**config.mk**
```make
export PLATFORM = sky130hd
export DESIGN_NAME = bmp_stream_loader
export DESIGN_NICKNAME = d
export VERILOG_FILES = /design/src/rtl/bmp_pkg.sv /design/src/rtl/bmp_pix_unpack.sv /design/src/rtl/bmp_stream_loader.sv
export SDC_FILE = /design/constraint.sdc
export NUM_CORES = 1
export LEC_CHECK = 0
export BUFFER_PORTS_ARGS = -buffer_cell sky130_fd_sc_hd__clkbuf_2
export CORE_UTILIZATION = 65
export CTS_BUF_LIST = sky130_fd_sc_hd__clkbuf_4 sky130_fd_sc_hd__clkbuf_8
export DETAILED_ROUTE_END_ITERATION = 6
export GPL_TIMING_DRIVEN = 0
export PLACE_DENSITY = 0.95
export SLEW_MARGIN = 20
export SYNTH_ARGS = -nofsm -noshare
export SYNTH_HDL_FRONTEND = slang
export SYNTH_HIERARCHICAL = 1
export SYNTH_SLANG_ARGS = --single-unit
```
**constraint.sdc**
```tcl
create_clock -name clk_sys -period 14.55 [get_ports clk_sys]
set_input_delay 0.7275 -clock clk_sys [delete_from_list [all_inputs] [get_ports clk_sys]]
set_output_delay 0.7275 -clock clk_sys [all_outputs]
set_load 0.02 [all_outputs]
```
**src/rtl/bmp_pkg.sv**
```systemverilog
// bmp_pkg: loader states, error codes, BMP header byte offsets and colour helper
package bmp_pkg;
  typedef enum logic [2:0] {IDLE, HEADER, CALC, SKIP, PIXELS, PAD, DONE, ERROR} state_t;
  localparam logic [2:0] ERR_NONE = 3'd0, ERR_SIG = 3'd1, ERR_BPP = 3'd2, ERR_COMP = 3'd3,
                         ERR_OVERRUN = 3'd4, ERR_TRUNC = 3'd5;
  localparam int SIG = 0, OFFS = 10, WIDTH = 18, HEIGHT = 22, BPP = 28, COMP = 30;
  localparam logic [15:0] BM_SIG = 16'h4D42;
  function automatic logic [7:0] exp5(input logic [4:0] c);
    return {c, c[4:2]};
  endfunction
endpackage

```
**src/rtl/bmp_pix_unpack.sv**
```systemverilog
// bmp_pix_unpack: assembles 2/3/4 little-endian bytes (clk_sys, reset, clr, en, din, bpb_m1 in; done, xrgb out) into an xRGB8888 word
module bmp_pix_unpack
  import bmp_pkg::*;
(
  input  logic        clk_sys,
  input  logic        reset,
  input  logic        clr,
  input  logic        en,
  input  logic [7:0]  din,
  input  logic [1:0]  bpb_m1,
  output logic        done,
  output logic [31:0] xrgb
);
  logic [1:0] cnt_q, cnt_d, c;
  logic [7:0] b0_q, b0_d, b1_q, b1_d, b2_q, b2_d;
  logic [15:0] p16;
  always_comb begin
    c = clr ? 2'd0 : cnt_q;
    done = en && c == bpb_m1;
    cnt_d = en ? (done ? 2'd0 : c + 2'd1) : c;
    b0_d = (en && c == 2'd0) ? din : b0_q;
    b1_d = (en && c == 2'd1) ? din : b1_q;
    b2_d = (en && c == 2'd2) ? din : b2_q;
    p16 = {din, b0_q};
    xrgb = bpb_m1 == 2'd1 ? {8'h00, exp5(p16[14:10]), exp5(p16[9:5]), exp5(p16[4:0])} :
           bpb_m1 == 2'd2 ? {8'h00, din, b1_q, b0_q} : {8'h00, b2_q, b1_q, b0_q};
  end
  always_ff @(posedge clk_sys or posedge reset) begin
    if (reset) begin
      cnt_q <= '0;
      b0_q <= '0;
      b1_q <= '0;
      b2_q <= '0;
    end else begin
      cnt_q <= cnt_d;
      b0_q <= b0_d;
      b1_q <= b1_d;
      b2_q <= b2_d;
    end
  end
endmodule

```
**src/rtl/bmp_stream_loader.sv**
```systemverilog
// bmp_stream_loader: parses a BMP ioctl byte stream and emits one framebuffer word write per visible pixel with loaded/error/size status
module bmp_stream_loader
  import bmp_pkg::*;
#(
  parameter int FB_WIDTH = 512,
  parameter int FB_HEIGHT = 312,
  parameter int FB_STRIDE = 512,
  parameter int ADDR_W = 22,
  parameter int BASE_ADDR = 0,
  parameter logic [7:0] INDEX = 8'hFF
) (
  input  logic              clk_sys,
  input  logic              reset,
  input  logic              ioctl_downl,
  input  logic              ioctl_wr,
  input  logic [24:0]       ioctl_addr,
  input  logic [7:0]        ioctl_dout,
  input  logic [7:0]        ioctl_index,
  output logic              pix_valid,
  input  logic              pix_ready,
  output logic [ADDR_W-1:0] pix_addr,
  output logic [31:0]       pix_data,
  output logic              busy,
  output logic              loaded,
  output logic [2:0]        error,
  output logic [15:0]       img_width,
  output logic [15:0]       img_height
);
  state_t st_q, st_d;
  logic wr_q, dl_q, held_q, held_d, comp_q, comp_d, valid_q, valid_d, loaded_q, loaded_d;
  logic [15:0] sig_q, sig_d, width_q, width_d, bpp_q, bpp_d, col_q, col_d, row_q, row_d;
  logic [23:0] offs_q, offs_d;
  logic [31:0] height_q, height_d, data_q, data_d, xrgb;
  logic [1:0] pad_q, pad_d, padc_q, padc_d;
  logic [ADDR_W-1:0] base_q, base_d, addr_q, addr_d;
  logic [2:0] err_q, err_d, bpb;
  logic [3:0] wb;
  logic [15:0] habs, first_row;
  logic idx_ok, dl, rise, fall, byte_ev, top_down, feed, pix_done, last_col, last_row, issue, adv;
  assign idx_ok = INDEX == 8'hFF || ioctl_index == INDEX;
  assign dl = ioctl_downl & idx_ok;
  assign rise = dl & ~dl_q;
  assign fall = ~dl & dl_q;
  assign byte_ev = ioctl_wr & ~wr_q & dl;
  assign top_down = height_q[31];
  assign habs = top_down ? 16'(-height_q) : height_q[15:0];
  assign first_row = top_down ? 16'd0 : habs - 16'd1;
  assign bpb = bpp_q[5:3];
  // Pad length only depends on the low two bits of the row byte count.
  assign wb = {2'b00, width_q[1:0]} * {1'b0, bpb};
  assign busy = !(st_q inside {IDLE, DONE, ERROR});
  // held_q replays a byte that landed during the single CALC cycle.
  assign feed = (st_q == SKIP && (byte_ev || held_q) && ioctl_addr == 25'(offs_q)) ||
                (st_q == PIXELS && byte_ev);
  assign last_col = col_q == width_q - 16'd1;
  assign last_row = top_down ? row_q == habs - 16'd1 : row_q == 16'd0;
  assign issue = pix_done && int'(col_q) < FB_WIDTH && int'(row_q) < FB_HEIGHT;
  assign adv = (pix_done && last_col && pad_q == 2'd0) || (st_q == PAD && byte_ev && padc_q == 2'd1);
  assign pix_valid = valid_q;
  assign pix_addr = addr_q;
  assign pix_data = data_q;
  assign loaded = loaded_q;
  assign error = err_q;
  assign img_width = width_q;
  assign img_height = habs;
  bmp_pix_unpack u_unpack (
    .clk_sys(clk_sys),
    .reset  (reset),
    .clr    (st_q != PIXELS),
    .en     (feed),
    .din    (ioctl_dout),
    .bpb_m1 (2'(bpb - 3'd1)),
    .done   (pix_done),
    .xrgb   (xrgb)
  );
  always_comb begin
    st_d = st_q;
    held_d = 1'b0;
    comp_d = comp_q;
    valid_d = valid_q & ~pix_ready;
    loaded_d = loaded_q;
    sig_d = sig_q;
    width_d = width_q;
    bpp_d = bpp_q;
    col_d = col_q;
    row_d = row_q;
    offs_d = offs_q;
    height_d = height_q;
    data_d = data_q;
    pad_d = pad_q;
    padc_d = padc_q;
    base_d = base_q;
    addr_d = addr_q;
    err_d = err_q;
    if (rise) begin
      st_d = HEADER;
      valid_d = 1'b0;
      loaded_d = 1'b0;
      err_d = ERR_NONE;
      comp_d = 1'b0;
      sig_d = '0;
      width_d = '0;
      bpp_d = '0;
      offs_d = '0;
      height_d = '0;
    end
    if ((st_q == HEADER || rise) && byte_ev) begin
      for (int i = 0; i < 2; i++) if (ioctl_addr == 25'(SIG + i)) sig_d[8*i +: 8] = ioctl_dout;
      for (int i = 0; i < 3; i++) if (ioctl_addr == 25'(OFFS + i)) offs_d[8*i +: 8] = ioctl_dout;
      for (int i = 0; i < 2; i++) if (ioctl_addr == 25'(WIDTH + i)) width_d[8*i +: 8] = ioctl_dout;
      for (int i = 0; i < 4; i++) if (ioctl_addr == 25'(HEIGHT + i)) height_d[8*i +: 8] = ioctl_dout;
      for (int i = 0; i < 2; i++) if (ioctl_addr == 25'(BPP + i)) bpp_d[8*i +: 8] = ioctl_dout;
      for (int i = 0; i < 4; i++) if (ioctl_addr == 25'(COMP + i) && ioctl_dout != 8'd0) comp_d = 1'b1;
      if (ioctl_addr == 25'(COMP + 3)) begin
        err_d = sig_d != BM_SIG ? ERR_SIG : !(bpp_d inside {16'd16, 16'd24, 16'd32}) ? ERR_BPP :
                comp_d ? ERR_COMP : ERR_NONE;
        st_d = err_d == ERR_NONE ? CALC : ERROR;
      end
    end
    if (st_q == CALC) begin
      held_d = byte_ev;
      base_d = ADDR_W'(BASE_ADDR + int'(first_row) * FB_STRIDE);
      row_d = first_row;
      col_d = '0;
      pad_d = 2'(4'd0 - wb);
      loaded_d = width_q == 16'd0 || habs == 16'd0;
      st_d = loaded_d ? DONE : SKIP;
    end
    if (st_q == SKIP && feed) st_d = PIXELS;
    if (pix_done) begin
      col_d = last_col ? 16'd0 : col_q + 16'd1;
      if (last_col && pad_q != 2'd0) begin
        st_d = PAD;
        padc_d = pad_q;
      end
    end
    if (st_q == PAD && byte_ev) padc_d = padc_q - 2'd1;
    if (adv) begin
      if (last_row) begin
        st_d = DONE;
        loaded_d = 1'b1;
      end else begin
        st_d = PIXELS;
        row_d = top_down ? row_q + 16'd1 : row_q - 16'd1;
        base_d = top_down ? base_q + ADDR_W'(FB_STRIDE) : base_q - ADDR_W'(FB_STRIDE);
      end
    end
    if (issue) begin
      if (valid_q && !pix_ready) begin
        st_d = ERROR;
        err_d = ERR_OVERRUN;
        loaded_d = 1'b0;
      end else begin
        valid_d = 1'b1;
        addr_d = base_q + ADDR_W'(col_q);
        data_d = xrgb;
      end
    end
    if (fall && busy) begin
      st_d = ERROR;
      err_d = ERR_TRUNC;
      loaded_d = 1'b0;
    end
  end
  always_ff @(posedge clk_sys or posedge reset) begin
    if (reset) begin
      st_q <= IDLE;
      wr_q <= 1'b0;
      dl_q <= 1'b0;
      held_q <= 1'b0;
      comp_q <= 1'b0;
      valid_q <= 1'b0;
      loaded_q <= 1'b0;
      sig_q <= '0;
      width_q <= '0;
      bpp_q <= '0;
      col_q <= '0;
      row_q <= '0;
      offs_q <= '0;
      height_q <= '0;
      data_q <= '0;
      pad_q <= '0;
      padc_q <= '0;
      base_q <= '0;
      addr_q <= '0;
      err_q <= '0;
    end else begin
      st_q <= st_d;
      wr_q <= ioctl_wr;
      dl_q <= dl;
      held_q <= held_d;
      comp_q <= comp_d;
      valid_q <= valid_d;
      loaded_q <= loaded_d;
      sig_q <= sig_d;
      width_q <= width_d;
      bpp_q <= bpp_d;
      col_q <= col_d;
      row_q <= row_d;
      offs_q <= offs_d;
      height_q <= height_d;
      data_q <= data_d;
      pad_q <= pad_d;
      padc_q <= padc_d;
      base_q <= base_d;
      addr_q <= addr_d;
      err_q <= err_d;
    end
  end
endmodule

```
==> flow_summary_export.csv <==
group,metric,value,unit
run_status,outcome,"finished, violations left",
run_status,violations,"DRC",
timing,fmax,200,MHz
clock_network,clkTransAtPathRegs,0.07,ns
drt,dr.pass1.iters,7,
global_routing,grt_max_degree,89,
critical_path,reg2reg_from,"st_q[2]",
layout,layout.nets,1907,
logic_synthesis,ys_top_cells_by_area,"dfrtp_1 41%, nand2_1 5.9%, o21ai_0 5.5%, xnor2_1 5.1%, ha_1 4.2%",
floorplanning,design.core.area,22000,sq um
logic_synthesis,async_flop_share,100,%
logic_synthesis,ys_warn_count,6,
floorplanning,start_util,66.9,%
drt,viasPerCell,6.51,
logic_synthesis,synth_edf_count,0,
layout,drive_above_1_share,18.0,%
placed_design,place_hpwl,29900,um
timing,rsz0062_at_grt,"no",
timing,setup_slack,9.56,ns
placed_design,gp_congestion,0.961,
floorplanning,die_width,153,um
placed_design,dp_slack,9.20,ns
critical_path,arrival,5.42,ns
logic_synthesis,synth_cell_type_count,90,
global_routing,grt_pass1_vias,13600,
drt,num_vias,13800,
floorplanning,rows,54,
clock_network,cts_buffer_depth,3,
logic_synthesis,syn_area_per_cell,9.04,sq um
global_routing,antenna_found_initial,0,
critical_path,worst_setup_path_end_kind,"register",
drt,drt-initial-drc-count,1397,
critical_path,path_max_fanout,10,
logic_synthesis,synth-seq-cells,239,
timing,hold_slack,0.190,ns
timing,post-route-period-util,34.3,%
drt,route.detailed.drc,6,
timing,final-hold-violation-count,0,
drt,wire_per_inst,19.9,um
critical_path,critPathKind,"reg2reg",
clock_network,clkLatencyLatePin,0.55,ns
critical_path,required,14.98,ns
pwr,leakage,8.02,nW
clock_network,post_cts_buffers,0,
logic_synthesis,synth-main-ff-cell,"dfrtp_1",
global_routing,grt_pass1_wl,68000,um
logic_synthesis,syn_inst,1631,
clock_network,h-tree-depth,2,
floorplanning,fp.dieH,153,um
clock_network,cts_tree,"yes",
min_path,min-delay-path-class,"in2async",
pwr,p_per_area,113,nW/um^2
timing,tns,0,ns
job,max_cap_violations,0,
floorplanning,num_io_pins,138,
logic_synthesis,ys_seq_area_share,40.6,%
layout,diodes,0,
critical_path,timing.rr.end,"pix_addr[14]",
pwr,ir_drop,0.0000767,V
logic_synthesis,synth_top_cell_area_share,40.6,%
logic_synthesis,synth_top_area_cell,"dfrtp_1",
timing,slew_viol_final,0,
pwr,power,1.89,mW
drt,ant_nets,0,
placed_design,portBuffers,126,
global_routing,grt_overflow_total,0,
global_routing,global_route.usage.total,36.2,%
critical_path,ff2ff_setup_slack,9.56,ns
critical_path,ff2ff_path_depth,14,
logic_synthesis,synth_area,14700,sq um
clock_network,cts_resized,0,
timing,setup_viol,0,
floorplanning,die_area,23300,sq um
drt,wirelength,42200,um
clock_network,cts_sinks,239,
timing,final.min_clock_period,4.99,ns
clock_network,root_buffer,"clkbuf_8",
clock_network,ctsHoldBuffers,0,
timing,relSlewSlack,32.8,%
timing,tightest_slew,0.999,ns
clock_network,cts_buffers,41,
critical_path,critPathLaunchType,"register",
layout,syn2layout_area_growth,13.5,%
timing,fin_skew,0.0491,ns
==> cells by family after synthesis <==
group,count (synthesis),synth area share [%]
AOI/OAI and AO/OA,391,16.8
xor gates and xnor gates,129,8.10
DFF,239,40.6
muxes,76,5.89
and+or+nand+nor,598,19.7
other,1,0.0254
buffers and inverters,145,4.36
adders and majority gates,52,4.57
==> report_power, final <==
group | total (mW) | switching (mW) | leakage [nW] | internal, mW
Clock | 0.668 | 0.285 | 0.481 | 0.384
Sequential | 0.785 | 0.0732 | 3.22 | 0.711
Combinational | 0.439 | 0.236 | 4.32 | 0.203
==> metrics by stage <==
stage | area [sq um] | utilization [%] | std cells
2_1_floorplan | 14800 | - | 1638
3_3_place_gp | 15700 | 71.5 | 2044
5_1_grt | 16700 | 76.0 | 2119
6_report | 16700 | 76.0 | 2119
3_5_place_dp | 15800 | 71.8 | 2046
4_1_cts | 16700 | 75.9 | 2119
==> state kept, by name, summed over array words and instances, names as in the netlist, 8 cells and up <==
register	flops
pix_data	32
offs_q	24
base_q	22
pix_addr	22
height_q	17
bpp_q	16
col_q	16
img_width	16
row_q	16
sig_q	16
u_unpack/b0_q	8
u_unpack/b1_q	8
u_unpack/b2_q	8
==> area by class of cell <==
| class | count | area, sq um |
|---|---|---|
| Tap cell | 280 | 350 |
| Clock buffer | 67 | 841 |
| Fill cell | 1481 | 5300 |
| Buffer | 93 | 448 |
| Sequential cell | 239 | 5980 |
| Multi-Input combinational cell | 1254 | 8150 |
| Inverter | 52 | 203 |
| Clock inverter | 6 | 68.8 |
| Timing Repair Buffer | 128 | 686 |
==> how the worst max path moves through the flow <==
stage / startpoint / end / depth (start not counted)
4_1_cts: height_q[31] / row_q[7] / 15
6_report: st_q[2] / pix_addr[14] / 14
5_1_grt: st_q[2] / pix_addr[14] / 14
2_1_floorplan: reset / base_q[0] / 1
3_3_place_gp: reset / base_q[19] / 2
3_5_place_dp: height_q[31] / row_q[7] / 15
==> critical path, cell delays in order, from the launching register on <==
cell and delay (ns):
dfrtp_1 0.46, nand2b_1 0.25, or4b_2 0.63, nor4_1 0.36
o211ai_1 0.21, nand2_1 0.17, buf_2 0.24, o21a_1 0.34
inv_1 0.15, nor4_1 0.20, nand4_1 0.23, nand2b_1 0.46
clkbuf_1 0.34, buf_1 0.38, o41ai_1 0.47
==> layer usage <==
| layer | vias up | global-route usage, % | wire [um] |
|---|---|---|---|
| met1 | 6621 | 45.5 | 16300 |
| met3 | 191 | 6.40 | 3900 |
| met5 | - | 0 | 0 |
| li1 | 6142 | - | - |
| met4 | 0 | 20.0 | 2110 |
| met2 | 832 | 59.5 | 19800 |
==> Yosys cell counts, types with 11 or more instances <==
library cell  count
inv_1            49
ha_1             49
nand2b_1         23
nand4_1          15
nor3_1           32
a211oi_1         14
and3_1           17
or3_1            14
dfrtp_1         239
xnor2_1          85
nor2_1           98
xor2_1           38
a21oi_1          86
mux2_2           53
buf_4            13
o31ai_1          15
o21ai_0         161
nor4_1           28
clkbuf_1         56
nand2_1         233
nand3_1          66
nor2b_1          12
a21o_1           13
and2_1           11
mux2i_1          14
==> cell usage in the layout (no fill, tap or decap), types with 17 or more instances in the layout <==
master,instances
dfrtp_1,239
ha_1,49
clkbuf_1,56
xnor2_1,85
mux2_2,53
o21ai_0,161
nor4_1,26
xor2_1,38
nand3_1,66
a21oi_1,86
inv_1,47
nor2_1,98
nand2b_1,23
nand2_1,233
clkbuf_8,54
clkbuf_2,126
nor3_1,32
and3_1,17
No activity file was read; power rests on OpenSTA's default activity.
